File: src/rtl/jisuan_state_gen_if.sv
// Block-state stream from jisuan_state_gen toward the
// ChaCha/Salsa double-round core.
interface jisuan_state_gen_if;
  logic         out_vld;
  logic         out_rdy;
  logic [511:0] x_out_cha;
  logic [511:0] x_out_sha;

  modport master (
    output out_vld,
    output x_out_cha,
    output x_out_sha,
    input  out_rdy
  );

  modport slave (
    input  out_vld,
    input  x_out_cha,
    input  x_out_sha,
    output out_rdy
  );
endinterface

File: src/rtl/jisuan_state_gen.sv
// Initial-state generator: latches key/nonce/counter and
// streams cfg_nblk ChaCha and Salsa20 input blocks.
module jisuan_state_gen #(
  parameter int          NB_W = 16,
  parameter logic [31:0] C0   = 32'h61707865,
  parameter logic [31:0] C1   = 32'h3320646e,
  parameter logic [31:0] C2   = 32'h79622d32,
  parameter logic [31:0] C3   = 32'h6b206574
) (
  input  logic            clk,
  input  logic            rst,
  input  logic            cfg_vld,
  output logic            cfg_rdy,
  input  logic [255:0]    cfg_key,
  input  logic [95:0]     cfg_nonce,
  input  logic [63:0]     cfg_ctr,
  input  logic [NB_W-1:0] cfg_nblk,
  input  logic            abort,
  jisuan_state_gen_if.master out_if,
  output logic            busy,
  output logic            done,
  output logic            ctr_wrap
);

  typedef enum logic {
    IDLE = 1'b0,
    RUN  = 1'b1
  } state_t;

  state_t          state_q;
  state_t          state_d;
  logic            done_q;
  logic            done_d;
  logic            wrap_q;
  logic [255:0]    key_q;
  logic [95:0]     nonce_q;
  logic [63:0]     ctr_q;
  logic [NB_W-1:0] rem_q;

  logic cfg_acc;
  logic hs;
  logic last;

  assign cfg_acc = cfg_vld && (state_q == IDLE);
  assign hs      = (state_q == RUN) && out_if.out_rdy;
  assign last    = (rem_q == NB_W'(1));

  always_ff @(posedge clk) begin
    if (rst) begin
      state_q <= IDLE;
      done_q  <= 1'b0;
    end else begin
      state_q <= state_d;
      done_q  <= done_d;
    end
  end

  always_comb begin
    state_d = state_q;
    done_d  = 1'b0;
    unique case (1'b1)
      (state_q == IDLE): begin
        if (cfg_vld) begin
          if (cfg_nblk == '0) done_d  = 1'b1;
          else                state_d = RUN;
        end
      end
      (state_q == RUN): begin
        if (hs && last) begin
          state_d = IDLE;
          done_d  = !abort;
        end
        if (abort) state_d = IDLE;
      end
      default: ;
    endcase
  end

  always_ff @(posedge clk) begin
    if (rst) begin
      key_q   <= '0;
      nonce_q <= '0;
      ctr_q   <= '0;
      rem_q   <= '0;
    end else if (cfg_acc) begin
      key_q   <= cfg_key;
      nonce_q <= cfg_nonce;
      ctr_q   <= cfg_ctr;
      rem_q   <= cfg_nblk;
    end else if (hs) begin
      ctr_q   <= ctr_q + 64'd1;
      rem_q   <= rem_q - NB_W'(1);
    end
  end

  // Only a wrap that feeds a further beat is reported.
  always_ff @(posedge clk) begin
    if (rst) begin
      wrap_q <= 1'b0;
    end else if (cfg_acc) begin
      wrap_q <= 1'b0;
    end else if (hs && ctr_q[31:0] == 32'hFFFF_FFFF
                 && rem_q > NB_W'(1)) begin
      wrap_q <= 1'b1;
    end
  end

  assign out_if.x_out_cha = {
    nonce_q, ctr_q[31:0], key_q,
    C3, C2, C1, C0
  };

  assign out_if.x_out_sha = {
    C3, key_q[255:128], C2, ctr_q,
    nonce_q[63:0], C1, key_q[127:0], C0
  };

  assign out_if.out_vld = (state_q == RUN);
  assign cfg_rdy        = (state_q == IDLE);
  assign busy           = (state_q == RUN);
  assign done           = done_q;
  assign ctr_wrap       = wrap_q;

endmodule

File: src/flat_wrapper.sv
// flat-port wrapper written by rule: the top's interface ports become plain ports
module jisuan_state_gen_flat 
#(
  parameter int          NB_W = 16,
  parameter logic [31:0] C0   = 32'h61707865,
  parameter logic [31:0] C1   = 32'h3320646e,
  parameter logic [31:0] C2   = 32'h79622d32,
  parameter logic [31:0] C3   = 32'h6b206574
)
  (clk, rst, cfg_vld, cfg_rdy, cfg_key, cfg_nonce, cfg_ctr, cfg_nblk, abort, busy, done, ctr_wrap, out_if_out_vld, out_if_x_out_cha, out_if_x_out_sha, out_if_out_rdy);
  jisuan_state_gen_if out_if_i ();
  input  logic clk;
  input  logic rst;
  input  logic cfg_vld;
  output logic cfg_rdy;
  input  logic [255:0] cfg_key;
  input  logic [95:0] cfg_nonce;
  input  logic [63:0] cfg_ctr;
  input  logic [NB_W-1:0] cfg_nblk;
  input  logic abort;
  output logic busy;
  output logic done;
  output logic ctr_wrap;
  output wire logic [$bits(out_if_i.out_vld)-1:0] out_if_out_vld;
  output wire logic [$bits(out_if_i.x_out_cha)-1:0] out_if_x_out_cha;
  output wire logic [$bits(out_if_i.x_out_sha)-1:0] out_if_x_out_sha;
  input wire logic [$bits(out_if_i.out_rdy)-1:0] out_if_out_rdy;
  assign out_if_out_vld = out_if_i.out_vld;
  assign out_if_x_out_cha = out_if_i.x_out_cha;
  assign out_if_x_out_sha = out_if_i.x_out_sha;
  assign out_if_i.out_rdy = out_if_out_rdy;
  jisuan_state_gen #(.NB_W(NB_W), .C0(C0), .C1(C1), .C2(C2), .C3(C3)) u_core (.clk(clk), .rst(rst), .cfg_vld(cfg_vld), .cfg_rdy(cfg_rdy), .cfg_key(cfg_key), .cfg_nonce(cfg_nonce), .cfg_ctr(cfg_ctr), .cfg_nblk(cfg_nblk), .abort(abort), .out_if(out_if_i), .busy(busy), .done(done), .ctr_wrap(ctr_wrap));
endmodule
File: config.mk
export PLATFORM = sky130hd
export DESIGN_NAME = jisuan_state_gen_flat
export DESIGN_NICKNAME = d
export VERILOG_FILES = /design/src/rtl/jisuan_state_gen_if.sv /design/src/rtl/jisuan_state_gen.sv /design/src/flat_wrapper.sv
export SDC_FILE = /design/constraint.sdc
export NUM_CORES = 1
export LEC_CHECK = 0
export ABC_AREA = 1
export CAP_MARGIN = 10
export CORE_AREA = 5 5 573 575
export DETAILED_ROUTE_END_ITERATION = 10
export DIE_AREA = 0 0 578 580
export SLEW_MARGIN = 10
export SYNTH_ARGS = -nofsm -noshare
export SYNTH_HDL_FRONTEND = slang
export SYNTH_SLANG_ARGS = --single-unit
File: constraint.sdc
create_clock -name clk -period 2.3 [get_ports clk]
set_input_delay 0.345 -clock clk [delete_from_list [all_inputs] [get_ports clk]]
set_output_delay 0.345 -clock clk [all_outputs]
set_load 0.05 [all_outputs]
After elaboration in Yosys (flattened, before gate mapping):

Cells that the tools add are included.

* bits in registers: 435
* input bits: 437
* output and inout port bits: 1029
* word-level logic and storage cells: 35

* add/subtract/negate cells: 2
* $lt $le $gt $ge: 1
* eq/ne operators: 2
* mux-type cells: 13
* bitwise operators: 1
* reduce and logical (&&, ||, !) cells: 9

Operators by type and width (number)
* 64-bit 2-to-1 mux: 2
* 64-bit by 1-bit adder with 64-bit output, second input constant: 1
* 32-bit == test, second input constant: 1
* 16-bit 2-to-1 mux: 2
* 16-bit by 1-bit == test with 1-bit output, second input constant: 1
* 16-bit by 1-bit greater-than comparator with 1-bit output, second input constant: 1
* 16-bit zero test: 1
* 16-bit by 1-bit subtractor with 16-bit output, second input constant: 1
* 1-bit 2-to-1 mux: 7
* 1-bit logical AND: 5
* 1-bit one-hot mux with 2 select lines: 2
* 2-bit nonzero test: 1
* 2-bit OR reduction: 1
* 1-bit zero test: 1
* 1-bit inverter: 1

Depth between registers and ports, before layout:

* word-level depth: 5
* depth in mapped cells: 13
* depth with buffers taken out: 13

Worst setup path after synthesis:

Ideal clock, no wire load.

* path type: register to register
* start: reg u_core.state_q (netlist: u_core.busy)
* end: reg u_core.ctr_q[20]
* library setup time: 0.132 ns
* data arrival time: 1.976 ns
* required time: 2.168 ns
* setup slack: 0.192 ns
* cell stages (with the launch flop): 9
* path buffers: 1
* clock period less this slack: 2.108 ns
* cells stage by stage: dfxtp_1 > inv_1 > nand2_1 > nand2_1 > inv_1 > buf_2 > nor2_1 > o21ai_0 > a21oi_1

* word-level cells in the longest chain between the ends: 3
* elaborated cells between the ends (all ways): 5

RTL lines
* start, declared: line jisuan_state_gen.sv:30 `state_t state_q;`
* start signal, assigned: line jisuan_state_gen.sv:53 `state_q <= state_d;`
* 1-bit inverter (*)
* via cfg_rdy: line flat_wrapper.sv:15 `output logic cfg_rdy;`
* 1-bit logical AND (*): line jisuan_state_gen.sv:44 `assign cfg_acc = cfg_vld && (state_q == IDLE);`
* 64-bit 2-to-1 mux or 2-bit nonzero test (tied branches)
* end signal, assigned: line jisuan_state_gen.sv:88 `ctr_q <= cfg_ctr;`
* end signal, assigned: line jisuan_state_gen.sv:91 `ctr_q <= ctr_q + 64'd1;`
* end, declared: line jisuan_state_gen.sv:37 `logic [63:0] ctr_q;`

Mark *: on every way through the listed nets, which the timed path passes. The rest lies on a longest branch.
A chain may end at the register's enable or synchronous reset.

Worst setup path in the final report:

* start: reg u_core.state_q (netlist: u_core.busy)
* end: reg u_core.key_q[197]

* word-level cells in the longest chain between the ends: 2

RTL lines
* 1-bit inverter: line jisuan_state_gen.sv:44
* 1-bit logical AND: line jisuan_state_gen.sv:44
* end signal, assigned: line jisuan_state_gen.sv:86 `key_q <= cfg_key;`
* end, declared: line jisuan_state_gen.sv:35 `logic [255:0] key_q;`

No other way between the ends.

==> metrics.cfg <==
[clock_tree]
worstSkewPairLatency_ns=0.67
numCtsBuffers=53
post_cts_buffers=0
clkTransAtPathRegs_ns=0.06
cts_buffer_depth=3
cts_root_buffer=clkbuf_16
h-tree-depth=2
cts_tree=done
cts_sinks=435

[critical_path]
crit_family=buffers and inverters
worstSetupStartpointType=flop
path_cells=inv_1 > nand2_4 > buf_12 > buf_12 > buf_4 > o21ai_0 > nor2_1
cp-endpoint=u_core.key_q[197]
endpoint_kind=flop
reg2regPathDepth=7
timing.rr.end=u_core.key_q[197]
crit_arrival_ns=2.81
crit_required_ns=2.84
cp_slowest_cell=o21ai_0
crit_start=u_core.busy
worstPathMaxFanout=32
cp_num_buf_inv=4
r2r_start=u_core.busy
worstSetupPathType=flop to flop
cp.depth=7
r2r_setup_slack_ns=0.03
cpMostUsedCell=buf_12
slowest_delay_ns=0.52

[timing]
slew_headroom=0.312
hold_viol_final=0
fin_hold_ws_ns=0.123
grt_setup_unrepaired=false
worst_pin_slew_ns=1.03
slew_violations=0
finalSetupViolations=0
clock.fmax_mhz=441
skew_ns=0.0255
finalCritPeriodShare=0.987
fin_tns_setup_ns=0
min_period_ns=2.27
setup_ws_ns=0.0306

[yosys]
yosysWarnings=0
synth-compound-area-share=0.121
synthXorXnorAreaFrac=0.00348
synthAdderAreaFrac=0.00166
synth-simple-area-share=0.238
synthFlopType=dfxtp_1
avgSynthCellArea_um2=7.00
ys_seq_area_frac=0.384
netlist_area_um2=22700
async_flop_share=0
synth_edf_count=0
synthMuxAreaShare=0
synthCells=3239
ys_types=41
ys_ff_latch=435
synth_top_family_by_area=buffers and inverters

[placed_design]
numPortBuffers=1209
post-place-ws_ns=-0.149
placed_area_um2=36200
dp_hpwl_um=231000
dp_cells=8420
gp_congestion=0.953

[power_and_ir_drop]
clkPwrFrac=0.306
p_switching_w=0.0132
ir_drop_mv=0.542
p_int_w=0.0159
power_frac_seq=0.309
switching_share=0.452
p_leak_nw=15.7
power_frac_comb=0.385
p_per_area_nw_per_um2=769

[die]
die_h_um=580
io_pins=1466
rows=209
die_area_um2=335000
die_w_um=578
core_area_um2=323000
start_util=0.0703

[route]
antenna_left=0
via_per_inst=2.93
drt_wl_total_um=254000
vias=25033
dr.first_iter.drc_count=2209
wire_per_inst_um=29.7
drc=0
dr.pass1.iters=6

[layout]
finalNonFillerCells=8558
design_area_um2=37800
area_growth_pct=66.7
drive_gt1_frac=0.180
num-nets-final=4590
fillers=37653

[global_route]
grt_remaining_overflow=0
grt_max_degree=76
grt_antenna_before_repair=85
grt_pass1_vias=22797
grt_pass1_wl_um=302000
track_usage=0.144

[status]
status=finished clean

[job]
max-cap-violations=0

[hold_path]
hp-class=primary input to flop

==> placed cells by master (no fill, tap or decap), types with 5 or more instances in the layout <==
| cell | count |
|---|---|
| a211oi_1 | 8 |
| a21oi_1 | 57 |
| a31oi_1 | 12 |
| buf_12 | 25 |
| buf_2 | 12 |
| buf_4 | 602 |
| clkbuf_1 | 13 |
| clkbuf_16 | 54 |
| clkbuf_8 | 11 |
| clkdlybuf4s50_1 | 486 |
| clkinv_2 | 9 |
| conb_1 | 256 |
| dfxtp_1 | 433 |
| diode_2 | 41 |
| dlygate4sd2_1 | 231 |
| inv_1 | 126 |
| nand2_1 | 358 |
| nand3_1 | 60 |
| nand4_1 | 15 |
| nor2_1 | 904 |
| nor2_4 | 8 |
| o211ai_1 | 5 |
| o21ai_0 | 424 |
| o22ai_1 | 7 |
| xor2_1 | 7 |
==> power by group through the flow <==
| stage | Combinational (W) | Clock (W) | Sequential (W) |
|---|---|---|---|
| 2_1_floorplan | 0.00508 | 0 | 0.0108 |
| 3_3_place_gp | 0.0117 | 0 | 0.00914 |
| 3_5_place_dp | 0.0117 | 0 | 0.00915 |
| 4_1_cts | 0.0115 | 0.00922 | 0.00899 |
| 5_1_grt | 0.0118 | 0.00941 | 0.00904 |
| 6_report | 0.0112 | 0.00890 | 0.00898 |
==> worst reg2reg max path: cells and delay by family (launching register included) <==
family | cells | cell delay [ns]
flip-flops | 1 | 0.31
AO/OA/AOI/OAI | 1 | 0.52
buffers and inverters | 4 | 1.06
AND/OR/NAND/NOR | 2 | 0.24
==> flip-flops by register name (all words and copies together) (netlist names) <==
register,flops
u_core.busy,1
u_core.ctr_q,64
u_core.ctr_wrap,1
u_core.done,1
u_core.key_q,256
u_core.nonce_q,96
u_core.rem_q,16
==> metal layers <==
layer | vias to the layer above | share of wire | track usage
met5 | - | 0.00022 | 0
met4 | 8 | 0.034 | 0.0443
met3 | 178 | 0.15 | 0.0775
met2 | 1749 | 0.47 | 0.240
met1 | 11811 | 0.35 | 0.156
li1 | 11287 | - | -
==> worst min-delay path by stage <==
| stage | from | to | slack, ns | cells after the start |
|---|---|---|---|---|
| final | rst | u_core.ctr_q[14] | 0.12 | 4 |
| after global routing | rst | u_core.ctr_q[14] | 0.09 | 4 |
| after CTS | rst | u_core.ctr_q[14] | 0.04 | 4 |
| after detailed placement | u_core.nonce_q[89] | u_core.nonce_q[89] | 0.47 | 2 |
| after global placement | u_core.nonce_q[87] | u_core.nonce_q[87] | 0.47 | 2 |
| after floorplan | u_core.rem_q[4] | u_core.rem_q[4] | 0.46 | 2 |
==> synth_stat cells, types with 9 or more instances <==
master | n | area (um2)
buf_4 | 610 | 4580
nand3_1 | 60 | 300
buf_2 | 38 | 190
nand2_1 | 359 | 1350
clkbuf_1 | 105 | 394
o21ai_0 | 424 | 2120
inv_1 | 128 | 480
a21oi_1 | 57 | 285
a31oi_1 | 12 | 75.1
buf_1 | 9 | 33.8
nand4_1 | 15 | 93.8
dfxtp_1 | 435 | 8710
nor2_1 | 904 | 3390
==> stage by stage <==
step                      power [W]   util
final                        0.0291  0.117
after global routing         0.0303  0.117
after CTS                    0.0297  0.117
after detailed placement     0.0208  0.112
after global placement       0.0208  0.112
after floorplan              0.0158      -
==> kinds of logic (layout without fill, tap and decap cells) <==
family,after synthesis,count (layout)
and+or+nand+nor,1369,1369
buffers and inverters,892,1591
AOI/OAI and AO/OA,529,529
DFF,435,435
xor gates and xnor gates,9,9
adders and majority gates,3,3
other,2,297
==> repair_timing <==
| action | in CTS | in global routing |
|---|---|---|
| resized for setup | 241 | 7 |
| hold buffers | 0 | 0 |
| endpoints found under the setup margin | 240 | 8 |
==> final cells by class <==
type                    count  area, um2  share of cell area
inverters                 130        503              0.0133
multi-input cells        2166       9250               0.245
diodes                     41        103             0.00271
flip-flops and latches    435       8710               0.230
well taps                4325       5410               0.143
repair buffers           1364      12100               0.319
clock inverters            19        223             0.00589
clock buffers              78       1550              0.0410
No activity file was read; power rests on OpenSTA's default activity.
